**src/rtl/ntt_pkg.sv**
```systemverilog
// Shared types, counter-width helpers and elaboration-time constant functions
// for the iterative NTT core (twiddle ROM contents, D^-1, bit reversal).
package ntt_pkg;

    typedef enum logic [1:0] {
        s_load    = 2'd0,
        s_compute = 2'd1,
        s_unload  = 2'd2
    } state_t;

    function automatic int cnt_w(int d);
        return $clog2(d);
    endfunction

    function automatic int stage_w(int d);
        int w;
        w = $clog2($clog2(d));
        return (w < 1) ? 1 : w;
    endfunction

    function automatic int unsigned bitrev(int unsigned x, int bits);
        int unsigned r;
        r = 0;
        for (int i = 0; i < bits; i++) begin
            r = (r << 1) | ((x >> i) & 32'd1);
        end
        return r;
    endfunction

    function automatic longint unsigned modpow(longint unsigned b,
                                               longint unsigned e,
                                               longint unsigned q);
        longint unsigned r;
        longint unsigned x;
        longint unsigned k;
        r = 1;
        x = b % q;
        k = e;
        while (k != 0) begin
            if (k[0]) r = (r * x) % q;
            x = (x * x) % q;
            k = k >> 1;
        end
        return r;
    endfunction

    // w^j for the forward transform, (w^-1)^j for the inverse
    function automatic longint unsigned twiddle(longint unsigned j,
                                                bit              inverse,
                                                longint unsigned d,
                                                longint unsigned q,
                                                longint unsigned g);
        longint unsigned w;
        w = modpow(g, (q - 1) / d, q);
        if (inverse) w = modpow(w, q - 2, q);
        return modpow(w, j, q);
    endfunction

    function automatic longint unsigned inv_d(longint unsigned d, longint unsigned q);
        return modpow(d, q - 2, q);
    endfunction

    function automatic bit params_ok(int n, longint unsigned d,
                                     longint unsigned q, longint unsigned g);
        longint unsigned two_n;
        longint unsigned w;
        if (d < 4 || d > 1024 || (d & (d - 1)) != 0) return 1'b0;
        if (n < 2 || n > 32) return 1'b0;
        two_n = 64'd1 << n;
        if (q >= two_n || two_n > 2 * q) return 1'b0;
        if ((q - 1) % d != 0) return 1'b0;
        // w must have order exactly D: w^(D/2) == -1
        w = modpow(g, (q - 1) / d, q);
        if (modpow(w, d / 2, q) != q - 1) return 1'b0;
        return 1'b1;
    endfunction

endpackage

```
**src/rtl/ntt_iter_core_mod_mult.sv**
```systemverilog
// Combinational modular multiplier: p = a*b mod Q with a full 2N-bit product.
module mod_mult #(
    parameter int          N = 17,
    parameter int unsigned Q = 65537
) (
    input  logic [N-1:0] a,
    input  logic [N-1:0] b,
    output logic [N-1:0] p
);

    logic [2*N-1:0] prod;

    assign prod = {{N{1'b0}}, a} * {{N{1'b0}}, b};
    assign p    = N'(prod % (2*N)'(Q));

endmodule

```
**src/rtl/ntt_iter_core.sv**
```systemverilog
// Iterative radix-2 DIT NTT: bit-reversed load, one butterfly per clock in
// place, natural-order unload with D^-1 scaling for the inverse transform.
//
// state     | meaning
// s_load    | accept D beats into bit-reversed slots of the coefficient array
// s_compute | log2(D) stages of D/2 butterflies, one per clock
// s_unload  | stream array in index order, scaled by D^-1 when inverse
module ntt_iter_core
    import ntt_pkg::*;
#(
    parameter int          N = 17,
    parameter int          D = 16,
    parameter int unsigned Q = 65537,
    parameter int unsigned G = 3
) (
    input  logic         clk,
    input  logic         rst_n,
    input  logic         in_valid,
    output logic         in_ready,
    input  logic [N-1:0] in_data,
    input  logic         mode,
    output logic         out_valid,
    input  logic         out_ready,
    output logic [N-1:0] out_data,
    output logic         busy
);

    localparam int             lw     = cnt_w(D);
    localparam int             sw     = stage_w(D);
    localparam int             nstg   = $clog2(D);
    localparam logic [N:0]     q_w    = (N+1)'(Q);
    localparam logic [N-1:0]   inv_dn = N'(inv_d(64'(D), 64'(Q)));

    if (!params_ok(N, 64'(D), 64'(Q), 64'(G))) begin : g_param_err
        $error("ntt_iter_core: illegal N/D/Q/G combination");
    end

    state_t          state;
    state_t          state_nx;
    logic [N-1:0]    coef [D];
    logic [lw-1:0]   ld_cnt;
    logic [lw-1:0]   ul_idx;
    logic [lw-1:0]   ld_addr;
    logic [lw-2:0]   bfy;
    logic [sw-1:0]   stg;
    logic            mode_inv;
    logic            ld_fire;
    logic            ul_fire;
    logic            bfy_last;
    logic            stg_last;

    logic [lw-1:0]   bfy_ext;
    logic [lw-1:0]   lo_mask;
    logic [lw-1:0]   idx_u;
    logic [lw-1:0]   idx_t;
    logic [lw-2:0]   tw_exp;

    logic [N-1:0]    in_red;
    logic [N-1:0]    u;
    logic [N-1:0]    t;
    logic [N-1:0]    tw;
    logic [N-1:0]    mul_a;
    logic [N-1:0]    mul_b;
    logic [N-1:0]    mul_p;
    logic [N-1:0]    bf_sum;
    logic [N-1:0]    bf_dif;
    logic [N:0]      add_raw;

    logic [N-1:0]    tw_fwd [D/2];
    logic [N-1:0]    tw_inv [D/2];

    for (genvar j = 0; j < D/2; j++) begin : g_tw
        assign tw_fwd[j] = N'(twiddle(64'(j), 1'b0, 64'(D), 64'(Q), 64'(G)));
        assign tw_inv[j] = N'(twiddle(64'(j), 1'b1, 64'(D), 64'(Q), 64'(G)));
    end

    assign ld_fire  = in_valid && (state == s_load);
    assign ul_fire  = out_ready && (state == s_unload);
    assign bfy_last = (bfy == (lw-1)'(D/2 - 1));
    assign stg_last = (stg == sw'(nstg - 1));
    assign ld_addr  = lw'(bitrev(32'(ld_cnt), lw));

    // butterfly b of stage s: group = b>>s, pos = b & (2^s-1),
    // i = group*2^(s+1) + pos, partner i + 2^s, twiddle w^(pos * D/2^(s+1))
    always_comb begin
        bfy_ext = {1'b0, bfy};
        lo_mask = (lw'(1) << stg) - lw'(1);
        idx_u   = ((bfy_ext & ~lo_mask) << 1) | (bfy_ext & lo_mask);
        idx_t   = idx_u | (lw'(1) << stg);
        tw_exp  = (bfy & lo_mask[lw-2:0]) << (sw'(nstg - 1) - stg);
    end

    assign u  = coef[idx_u];
    assign t  = coef[idx_t];
    assign tw = mode_inv ? tw_inv[tw_exp] : tw_fwd[tw_exp];

    // the one multiplier serves the butterfly in COMPUTE and D^-1 scaling in UNLOAD
    assign mul_a = (state == s_unload) ? coef[ul_idx] : t;
    assign mul_b = (state == s_unload) ? inv_dn : tw;

    mod_mult #(
        .N (N),
        .Q (Q)
    ) u_mod_mult (
        .a (mul_a),
        .b (mul_b),
        .p (mul_p)
    );

    assign add_raw = {1'b0, u} + {1'b0, mul_p};
    assign bf_sum  = (add_raw >= q_w) ? N'(add_raw - q_w) : N'(add_raw);
    assign bf_dif  = (u >= mul_p) ? (u - mul_p) : N'({1'b0, u} + q_w - {1'b0, mul_p});
    assign in_red  = ({1'b0, in_data} >= q_w) ? N'({1'b0, in_data} - q_w) : in_data;

    assign out_data = mode_inv ? mul_p : coef[ul_idx];

    always_ff @(posedge clk or negedge rst_n) begin
        if (!rst_n) begin
            state <= s_load;
        end else begin
            state <= state_nx;
        end
    end

    always_comb begin
        state_nx  = state;
        in_ready  = 1'b0;
        out_valid = 1'b0;
        busy      = 1'b0;
        unique case (state)
            s_load: begin
                in_ready = 1'b1;
                if (ld_fire && ld_cnt == lw'(D - 1)) state_nx = s_compute;
            end
            s_compute: begin
                busy = 1'b1;
                if (bfy_last && stg_last) state_nx = s_unload;
            end
            s_unload: begin
                busy      = 1'b1;
                out_valid = 1'b1;
                if (ul_fire && ul_idx == lw'(D - 1)) state_nx = s_load;
            end
            default: state_nx = s_load;
        endcase
    end

    always_ff @(posedge clk or negedge rst_n) begin
        if (!rst_n) begin
            ld_cnt   <= '0;
            ul_idx   <= '0;
            stg      <= '0;
            bfy      <= '0;
            mode_inv <= 1'b0;
        end else begin
            if (ld_fire) begin
                if (ld_cnt == '0) mode_inv <= mode;
                ld_cnt <= ld_cnt + 1'b1;
            end
            if (state == s_compute) begin
                if (bfy_last) begin
                    bfy <= '0;
                    stg <= stg_last ? '0 : stg + 1'b1;
                end else begin
                    bfy <= bfy + 1'b1;
                end
            end
            if (ul_fire) ul_idx <= ul_idx + 1'b1;
        end
    end

    // coefficient storage carries no reset; a new block always overwrites it
    always_ff @(posedge clk) begin
        if (ld_fire) begin
            coef[ld_addr] <= in_red;
        end else if (state == s_compute) begin
            coef[idx_u] <= bf_sum;
            coef[idx_t] <= bf_dif;
        end
    end

endmodule

```
**config.mk**
```make
export PLATFORM = sky130hd
export DESIGN_NAME = ntt_iter_core
export DESIGN_NICKNAME = d
export VERILOG_FILES = /design/src/rtl/ntt_pkg.sv /design/src/rtl/ntt_iter_core_mod_mult.sv /design/src/rtl/ntt_iter_core.sv
export SDC_FILE = /design/constraint.sdc
export NUM_CORES = 2
export LEC_CHECK = 0
export BUFFER_PORTS_ARGS = -buffer_cell sky130_fd_sc_hd__clkbuf_2
export CAP_MARGIN = 10
export CORE_ASPECT_RATIO = 0.7
export CORE_MARGIN = 8
export CORE_UTILIZATION = 42
export DETAILED_ROUTE_END_ITERATION = 7
export PLACE_DENSITY = 0.62
export RECOVER_POWER = 25
export SLEW_MARGIN = 10
export SYNTH_ARGS = -nofsm -noshare
export SYNTH_HDL_FRONTEND = slang
export SYNTH_SLANG_ARGS = --single-unit
```
**constraint.sdc**
```tcl
create_clock -name clk -period 35.7 [get_ports clk]
set_input_delay 8.925 -clock clk [delete_from_list [all_inputs] [get_ports clk]]
set_output_delay 8.925 -clock clk [all_outputs]
set_load 0.02 [all_outputs]
```
==> impl.org <==
** GRT
- Global routing consumed, over all layers together, 27.5% of the routing resources.
- Wire length of the first global-routing pass :: 247000 µm
- Initial antenna violation count :: 5
- The via count of the first global-routing pass was 40000.
- Leftover overflow at the end of global routing :: 0
- Entering global routing, the biggest net connects 138 pins.

** CTS
- Hold repair after CTS inserted 0 buffers.
- Number of H-tree levels :: 1
- CTS tree :: yes
- Clock latency at the later pin of the worst-skew pair :: 0.62 ns
- Clock buffer count from CTS :: 28
- Root buffer cell :: clkbuf_16
- Clock tree synthesis found a total of 288 sinks.
- After clock tree synthesis, the clock-pin slew on the worst setup and hold paths is 0.06 ns.
- The longest clock path from root to sink contains 3 buffers.

** Floorplanning
- 42 I/O pins were placed.
- The floorplan step defined a core boundary enclosing 0.102 mm².
- Floorplan die area :: 0.114 mm²
- The floorplan has 98 rows.
- Measured along the y axis, the die boundary spans 284 µm.
- Initial cell density of the core :: 42.4%
- Measured along the x axis, the die boundary spans 399 µm.

** Timing
- Headroom to the max-slew limit came out at -234%.
- Static timing analysis puts the maximum clock frequency at 28.3 MHz.
- On the final layout, the worst clock skew is 0.0493 ns.
- Minimum period implied by the final worst setup slack :: 35.32 ns
- Hold Vio Cnt, Final :: 0
- Slew at the pin with the worst max-slew slack :: 4.96 ns
- Setup repair after global routing could not meet its margin everywhere.
- Endpoints failing setup :: 0
- The max-slew violation count is 202.
- Of the available clock period, the critical path in the final layout requires 98.9%.

** Critical path
- In this run the worst path has a maximum fanout of 9.
- Arrival time at the worst endpoint :: 26.40 ns
- Required arrival time at the worst endpoint :: 26.77 ns
- Family with the most delay on the worst path :: simple AND/OR/NAND/NOR gates
- Max stage delay cell, worst path :: or4_4
- On the worst path, the slowest cell contributes a delay of 0.61 ns.
- Startpoint type of the worst setup path :: register
- Library cell appearing most often on the critical path :: buf_4
- Crit path kind :: reg2out
- Bufs and invs on worst path :: 28
- In this run the register-to-register setup slack is 3.84 ns.
- The startpoint identified for the worst register-to-register timing path is stg[0].
- Destination of the worst register-to-register timing path :: coef[0][9]
- Counting cells, the worst reg-to-reg path comes to 140.
- Sort of element at the end of the critical path :: output pin

** Logic synthesis
- Area fraction of the dominant cell type after synthesis :: 18.9%
- Distinct cells, synth :: 128
- Yosys printed 0 warnings.
- In the synthesized netlist the dominant register cell turns out to be edfxtp_1.
- EDFF count, synth :: 272
- Summed instance area of the synthesized netlist :: 0.0432 mm²
- Post-synthesis sequential element count :: 288
- Leading post-synthesis cells by cell area :: edfxtp_1 (19%), fa_1 (9.7%), mux4_2 (8.0%), ha_1 (6.1%), nand2_1 (5.6%)
- In this run the mean area of a mapped cell was 8.61 µm².
- Seq/Total Area, Yosys :: 19.8%
- The largest total area in the synthesized netlist belongs to edfxtp_1.
- Nets in the synthesized netlist :: 5462
- Cells after synthesis :: 5021
- Async set-reset flop share out of synthesis :: 5.56%

** Finish
- For this run, the post-layout net count is 5950.
- Leaving out fill and tap cells, the most frequent cells in the layout are buf_4 (675), nand2_1 (636), nor2_1 (418).
- The post-route netlist has 26.0% of its cells at a drive strength greater than 1.
- Post-layout instance area :: 0.0529 mm²
- Leaving out fill and tap cells, the most frequent cell in the layout is buf_4.
- Number of fill cells in the layout :: 9360
- Relative to the synthesized area, the layout overhead comes to 22.4%.

** Route
- In this run, the number of DRC markers left after iteration 0 of detailed routing was 5954.
- For this run, the detailed router's first-pass iteration total came to 7.
- Via density per instance :: 6.36
- Summed over all layers, the routed wires come to 169000 µm.
- Across all layers, the routed design uses 43800 vias.
- Number of nets still failing antenna checks after routing :: 0
- Dividing the detail-routed wire length by the instance count gives 24.5 µm.
- Residual DRC count :: 0

** Worst hold path
- The tightest min-delay check is of the reg2reg type.
- The path with the worst hold slack has its endpoint at ld_cnt[2].
- Hold Crit Depth :: 1
- Beginning of the worst hold path :: ld_cnt[2]

** Place
- DP Area :: 0.0486 mm²
- Number of input and output port buffers inserted :: 41
- Detailed placement finished with a half-perimeter wire length of 124000 µm.
- Placer's final routability congestion estimate :: 0.995

** Outcome
- The run finished, with violations left.
- The final reports fail on max-capacitance violations, max-slew violations.

** Job
- The tool flagged a number of max-cap violations equal to 10.
## Yosys cell counts (all sizes together), types with 69 or more instances
cell / count
inv: 344
nand2: 644
buf: 69
edfxtp: 272
o21ai: 260
a211oi: 116
mux2i: 190
a31oi: 96
nor3: 131
clkbuf: 226
xnor2: 186
and2: 119
a21oi: 197
fa: 210
nor2: 443
nand3: 107
ha: 209
nand2b: 94
mux4: 154
xor2: 82
## final cells by class
type | instances | area [µm²] | share of cell area (%)
Multi-Input combinational cell | 4096 | 34600 | 65.4
Tap cell | 1350 | 1690 | 3.19
Sequential cell | 288 | 8580 | 16.2
Clock inverter | 11 | 153 | 0.289
Timing Repair Buffer | 751 | 5840 | 11.0
Antenna cell | 3 | 7.51 | 0.0142
Clock buffer | 40 | 766 | 1.45
Inverter | 344 | 1290 | 2.45
## state kept, by name, summed over array words and instances (netlist names)
name / count
coef: 272
ld_cnt: 4
ul_idx: 4
bfy: 3
state: 2
stg: 2
mode_inv: 1
## per-layer routing
layer,vias up,global-route usage [%],share of wire [%]
li1,19300,-,-
met1,21200,41.9,43
met2,2964,36.8,39
met3,295,9.86,16
met4,4,5.41,2.3
met5,-,0.479,0.031
## worst max path at each step
stage                       from      endpoint  slack (ns)  cells past startpoint
after floorplan           stg[0]  out_data[15]        0.03                     98
after global placement    stg[0]  out_data[12]       -0.71                    101
after detailed placement  stg[0]  out_data[12]       -0.79                    102
after CTS                 stg[0]  out_data[16]      0.0002                     93
after global routing      stg[0]  out_data[16]       -0.55                    109
final                     stg[0]  out_data[16]        0.38                    112
## logic make-up (layout without fill, tap and decap cells)
kind of cell	after synthesis	in the layout	synth area share (%)
AND/OR/NAND/NOR	1917	1919	22.0
AO/OA/AOI/OAI	1115	1115	17.9
buffers and inverters	639	1146	5.70
adder cells (fa/ha/maj)	420	420	15.8
multiplexers	374	374	13.2
flip-flops	288	288	19.8
XOR/XNOR	268	268	5.47
other	0	3	0
## repair_timing
item                       CTS  global route
gates resized for setup     76           378
pin swaps                   14           105
cloned                       1             8
setup endpoints to repair   17            17
buffers inserted            16           117
## per-stage QoR
step                setup TNS, ns  util (%)  worst slack, ns  cells  hold slack, ns
floorplan                       0         -           0.0331   5021           0.486
global placement            -7.21      47.7           -0.705   6687           0.510
detailed placement          -9.62      47.7           -0.792   6687           0.547
CTS                             0      49.1         0.000169   6755           0.556
global route                -6.86      51.9           -0.550   6880           0.580
finish                          0      51.9            0.380   6883           0.561
## worst register-to-register path, delay by kind of cell, from the launching register on
kind | cells | cell delay (ns)
AOI/OAI and AO/OA | 44 | 8.71
xor gates and xnor gates | 8 | 1.60
buffers and inverters | 29 | 4.91
DFF | 1 | 0.47
and+or+nand+nor | 46 | 10.64
adders and majority gates | 10 | 4.21
muxes | 3 | 1.07
Power is left out: the tool's default activity adds up to more than one toggle a clock period on the data nets, which glitch-free logic cannot reach.
